## src/rtl/dmem_arb_pkg.sv

```systemverilog
// dmem_arb_pkg: shared arbiter state type, memory size code and counter width helper.
package dmem_arb_pkg;

    typedef enum logic {S_CPU, S_DBG} arb_state_t;

    localparam logic [2:0] FUNCT3_WORD = 3'b010;

    function automatic int cnt_w(input int n);
        return (n <= 1) ? 1 : $clog2(n);
    endfunction

endpackage

```

## src/rtl/dmem_arbiter_counter.sv

```systemverilog
// arb_sat_counter: saturating up-counter with clear priority and a terminal-value flag.
module arb_sat_counter #(
    parameter int W     = 4,
    parameter int LIMIT = 15
) (
    input  logic         clk,
    input  logic         reset,
    input  logic         inc_i,
    input  logic         clr_i,
    output logic [W-1:0] cnt_o,
    output logic         term_o
);

    localparam logic [W-1:0] LIM = W'(LIMIT);

    logic [W-1:0] cnt_q, cnt_d;

    always_comb cnt_d = clr_i ? '0 : (inc_i && cnt_q != LIM) ? cnt_q + 1'b1 : cnt_q;

    always_ff @(posedge clk) cnt_q <= reset ? '0 : cnt_d;

    assign cnt_o  = cnt_q;
    assign term_o = cnt_q == LIM;

endmodule

```

## src/rtl/dmem_arbiter.sv

```systemverilog
// dmem_arbiter: CPU-priority data-memory port sharing with bounded DBG wait; DMEM_ARB_PERF_EN adds perf counters.
module dmem_arbiter
    import dmem_arb_pkg::*;
#(
    parameter int ADDR_W   = 9,
    parameter int DATA_W   = 32,
    parameter int MAX_WAIT = 8,
    parameter int BURST    = 4
) (
    input  logic              clk,
    input  logic              reset,
    input  logic              cpu_rd,
    input  logic              cpu_wr,
    input  logic [ADDR_W-1:0] cpu_addr,
    input  logic [DATA_W-1:0] cpu_wdata,
    input  logic [2:0]        cpu_funct3,
    output logic [DATA_W-1:0] cpu_rdata,
    output logic              cpu_stall,
    input  logic              dbg_req,
    input  logic              dbg_we,
    input  logic [ADDR_W-1:0] dbg_addr,
    input  logic [DATA_W-1:0] dbg_wdata,
    output logic              dbg_gnt,
    output logic              dbg_rvalid,
    output logic [DATA_W-1:0] dbg_rdata,
    output logic              mem_rd,
    output logic              mem_wr,
    output logic [ADDR_W-1:0] mem_addr,
    output logic [DATA_W-1:0] mem_wdata,
    output logic [2:0]        mem_funct3,
    input  logic [DATA_W-1:0] mem_rdata
`ifdef DMEM_ARB_PERF_EN
    ,
    output logic [15:0]       perf_stall_cnt,
    output logic [15:0]       perf_dbg_cnt
`endif
);

    localparam int WW = cnt_w(MAX_WAIT);
    localparam int BW = cnt_w(BURST);

    arb_state_t        state_q, state_d;
    logic              cpu_acc, in_dbg, wait_term, beat_term, expire, leave;
    logic              rvalid_q, rvalid_d;
    logic [DATA_W-1:0] rdata_q, rdata_d;
    logic [WW-1:0]     unused_wait_cnt;
    logic [BW-1:0]     unused_beat_cnt;

    always_comb begin
        cpu_acc    = cpu_rd | cpu_wr;
        in_dbg     = state_q == S_DBG;
        dbg_gnt    = dbg_req & (!cpu_acc | in_dbg);
        cpu_stall  = cpu_acc & dbg_req & in_dbg;
        mem_rd     = dbg_gnt ? !dbg_we : cpu_rd;
        mem_wr     = dbg_gnt ? dbg_we : cpu_wr;
        mem_addr   = dbg_gnt ? dbg_addr : cpu_addr;
        mem_wdata  = dbg_gnt ? dbg_wdata : cpu_wdata;
        mem_funct3 = dbg_gnt ? FUNCT3_WORD : cpu_funct3;
        cpu_rdata  = mem_rdata;
    end

    // A dropped request in the expiry cycle blocks the transition because dbg_req gates expire.
    always_comb begin
        expire   = !in_dbg & dbg_req & !dbg_gnt & wait_term;
        leave    = in_dbg & (!dbg_req | (dbg_gnt & beat_term));
        state_d  = expire ? S_DBG : leave ? S_CPU : state_q;
        rvalid_d = dbg_gnt & !dbg_we;
        rdata_d  = rvalid_d ? mem_rdata : rdata_q;
    end

    always_ff @(posedge clk) begin
        if (reset) begin
            state_q  <= S_CPU;
            rvalid_q <= 1'b0;
            rdata_q  <= '0;
        end else begin
            state_q  <= state_d;
            rvalid_q <= rvalid_d;
            rdata_q  <= rdata_d;
        end
    end

    // Reset squashes a read-valid that is already in flight.
    assign dbg_rvalid = rvalid_q & !reset;
    assign dbg_rdata  = rdata_q;

    arb_sat_counter #(.W(WW), .LIMIT(MAX_WAIT - 1)) u_wait (
        .clk    (clk),
        .reset  (reset),
        .inc_i  (dbg_req & !dbg_gnt),
        .clr_i  (!dbg_req | dbg_gnt | expire),
        .cnt_o  (unused_wait_cnt),
        .term_o (wait_term)
    );

    arb_sat_counter #(.W(BW), .LIMIT(BURST - 1)) u_beat (
        .clk    (clk),
        .reset  (reset),
        .inc_i  (in_dbg & dbg_gnt),
        .clr_i  (!in_dbg | leave),
        .cnt_o  (unused_beat_cnt),
        .term_o (beat_term)
    );

`ifdef DMEM_ARB_PERF_EN
    logic unused_stall_sat, unused_dbg_sat;

    arb_sat_counter #(.W(16), .LIMIT(65535)) u_perf_stall (
        .clk    (clk),
        .reset  (reset),
        .inc_i  (cpu_stall),
        .clr_i  (1'b0),
        .cnt_o  (perf_stall_cnt),
        .term_o (unused_stall_sat)
    );

    arb_sat_counter #(.W(16), .LIMIT(65535)) u_perf_dbg (
        .clk    (clk),
        .reset  (reset),
        .inc_i  (dbg_gnt),
        .clr_i  (1'b0),
        .cnt_o  (perf_dbg_cnt),
        .term_o (unused_dbg_sat)
    );
`endif

endmodule

```

## config.mk

```make
export PLATFORM = sky130hd
export DESIGN_NAME = dmem_arbiter
export DESIGN_NICKNAME = d
export VERILOG_FILES = /design/src/rtl/dmem_arb_pkg.sv /design/src/rtl/dmem_arbiter_counter.sv /design/src/rtl/dmem_arbiter.sv
export SDC_FILE = /design/constraint.sdc
export NUM_CORES = 1
export LEC_CHECK = 0
export BUFFER_PORTS_ARGS = -buffer_cell sky130_fd_sc_hd__clkbuf_2
export CORE_AREA = 3 3 90 92
export DETAILED_ROUTE_END_ITERATION = 6
export DIE_AREA = 0 0 93 95
export PLACE_DENSITY = 0.73
export SLEW_MARGIN = 15
export SYNTH_ARGS = -nofsm -noshare
export SYNTH_HDL_FRONTEND = slang
export SYNTH_SLANG_ARGS = --single-unit
```

## constraint.sdc

```tcl
create_clock -name clk -period 2.12 [get_ports clk]
set_input_delay 0.318 -clock clk [delete_from_list [all_inputs] [get_ports clk]]
set_output_delay 0.318 -clock clk [all_outputs]
set_load 0.05 [all_outputs]
```

==> metrics.csv <==
metric,value,unit
power_switching,843,uW
irDropWorstVdd,0.353,mV
end_kind,primary output,
nets,581,
antenna_found_initial,0,
crit_chain,o21bai_4 -> nand2_4 -> clkbuf_16 -> mux2_2 -> clkbuf_4,
die_w,93,um
power_density,574,nW/um^2
rr_startpoint,in_dbg$_SDFFE_PP0P_,
ctsRootBufferMaster,clkbuf_8,
drt_wl_total,8540,um
hold_path.class,in -> reg,
slowest_stage,dfxtp_1,
muxShareOfSynthArea,0.192,
slowest_delay,0.35,ns
htree_levels,2,
wl_per_cell,15.4,um
worstMarginPinSlew,0.324,ns
finClkSkew,0.00763,ns
critPathBufInv,2,
slew_headroom,0.785,
cts.sinks,39,
synth_seq_area_share,0.326,
vias,2652,
drt_iter0_drc,76,
die_y,95,um
ys_top_cells_by_area,"dfxtp_1 (33%), mux2_2 (19%), or3b_1 (11%)",
synth_common_cells,"mux2_2 (41), dfxtp_1 (39), a21oi_1 (34), buf_4 (33), o21ai_0 (32)",
grt_start_max_net_pins,68,
die_area,8840,um^2
finalCritPeriodShare,0.956,
synth_nets,386,
areaGrowthSynthToFinish,54.7,%
maxCapViolCount,0,
synthArstFlopShare,0,
clkTransAtPathRegs,0.08,ns
slew_viol_final,0,
internal_power,1290,uW
syn_area,2400,um^2
cp.required,1.80,ns
dr.pass1.iters,5,
io_buffer_count,235,
sw_frac_of_total,0.396,
track_usage,0.169,
remaining_drc_errors,0,
start_util,0.329,
cts_buffers,5,
pin_count,236,
netlist.area_leader.share,0.326,
drive_gt1_frac,0.651,
synth.distinct_cells,26,
synthCells,260,
synth_seq_cells,39,
yosys.area_share.xor_xnor,0,
synthAdderAreaFrac,0.0156,
grt_pass1_wl,12000,um
ant_nets,0,
std_cell_rows,31,
grt_overflow,0,
tritoncts,built,
hold_violations,0,
critical_path.top_delay_family,buffers and inverters,
worstSetupStartpointType,flop,
pwr-share-seq,0.353,
synth.avg_cell_area,9.23,um^2
via_per_inst,4.78,
synth_edf_count,0,
outcome,"finished, final reports clean",
yosys.area_share.simple,0.167,
crit_type,reg -> out,
post-synth-top-area-cell,dfxtp_1,
total_leakage_power,0.00186,uW
period_minus_slack,2.03,ns
p_comb_frac,0.393,
crit_start,in_dbg$_SDFFE_PP0P_,
dpl.hpwl,6400,um
worst_hold_slack,0.279,ns
synth_top_family_by_area,multiplexers,
power_frac_clock,0.254,
worst_ep_arrival_time,1.71,ns
hp-start,reset,
ys_warn_count,0,
synthFlopType,dfxtp_1,
setup_viol,0,
timing.fmax,493,MHz
gp_congestion,0.734,
clockBufferDepth,2,
setup_tns,0,ns
grt_pass1_vias,2513,
synth.most_common_cell,mux2_2,
path_max_fanout,11,
core_region_area,7290,um^2
clk-insertion-delay-late,0.29,ns
cts_hold_buf,0,
grt_setup_unrepaired,no,
diodes,0,
synth_compound_area_frac,0.150,
[state kept, by name, indices dropped and copies added (netlist names)]
| signal | count |
|---|---|
| dbg_rdata | 32 |
| u_wait.cnt_o | 3 |
| u_beat.cnt_o | 2 |
| in_dbg | 1 |
| rvalid_q | 1 |
[worst reg2reg max path: stages, from the launching register on]
cell	delay, ns
dfxtp_1	0.39
o21ba_2	0.20
buf_12	0.18
or3b_2	0.52
a21oi_1	0.13
[through the flow]
stage | instances | util | setup slack, ns | total power (uW) | cell area [um^2]
after floorplan | 260 | - | 0.0973 | 1360 | 2400
after global placement | 544 | 0.468 | 0.314 | 1550 | 3410
after detailed placement | 544 | 0.468 | 0.283 | 1550 | 3410
after CTS | 552 | 0.499 | -0.0102 | 2150 | 3640
after global routing | 555 | 0.509 | 0.0262 | 2230 | 3710
final | 555 | 0.509 | 0.0922 | 2130 | 3710
[layout make-up]
| cell class | count | area [um^2] |
|---|---|---|
| Clock buffer | 6 | 82.6 |
| Fill cell | 714 | 3580 |
| Inverter | 1 | 3.75 |
| Timing Repair Buffer | 242 | 1430 |
| Clock inverter | 2 | 13.8 |
| Tap cell | 99 | 124 |
| Sequential cell | 39 | 781 |
| Multi-Input combinational cell | 166 | 1270 |
[kinds of logic (layout without fill, tap and decap cells)]
logic type | count (synthesis) | count (layout)
adder cells (fa/ha/maj) | 3 | 3
AO/OA/AOI/OAI | 69 | 69
flip-flops | 39 | 39
AND/OR/NAND/NOR | 53 | 53
multiplexers | 41 | 41
buffers and inverters | 55 | 251
[metal layers]
layer / track usage / wire [um] / share of wire
met1: 0.181 / 3010 / 0.35
met3: 0.0574 / 852 / 0.10
met2: 0.311 / 4490 / 0.53
met4: 0.0562 / 188 / 0.022
met5: 0 / 0 / 0
[worst paths after layout]
path / slack [ns] / depth (start not counted) / to
worst min register to register: 0.45 / 1 / u_wait.cnt_o[0]$_SDFFE_PP0P_
worst max-delay path: 0.09 / 5 / mem_addr[8]
worst max register to register: 0.65 / 4 / dbg_rdata[19]$_SDFFE_PP0P_
worst min-delay path: 0.28 / 2 / dbg_rdata[10]$_SDFFE_PP0P_
[power by group through the flow]
stage,registers [uW],clock network (uW),logic (uW)
2_1_floorplan,814,0,545
3_3_place_gp,770,0,776
3_5_place_dp,770,0,784
4_1_cts,753,572,821
5_1_grt,755,603,877
6_report,753,542,837
[cells in the final DEF, fill, tap and decap left out, drive strengths merged, types with 3 or more instances in the layout]
master / instances
and2: 4
mux2: 41
ha: 3
or3b: 32
clkbuf: 235
a21oi: 34
dfxtp: 39
nor2: 5
buf: 13
o21ai: 32
[repair_timing]
action | CTS | global route
endpoints found under the setup margin | 41 | 41
gates resized for setup | 45 | 10
setup buffers | 0 | 0
gates cloned | 0 | 3
pin swaps | 0 | 1
(Power assumes the default switching activity.)
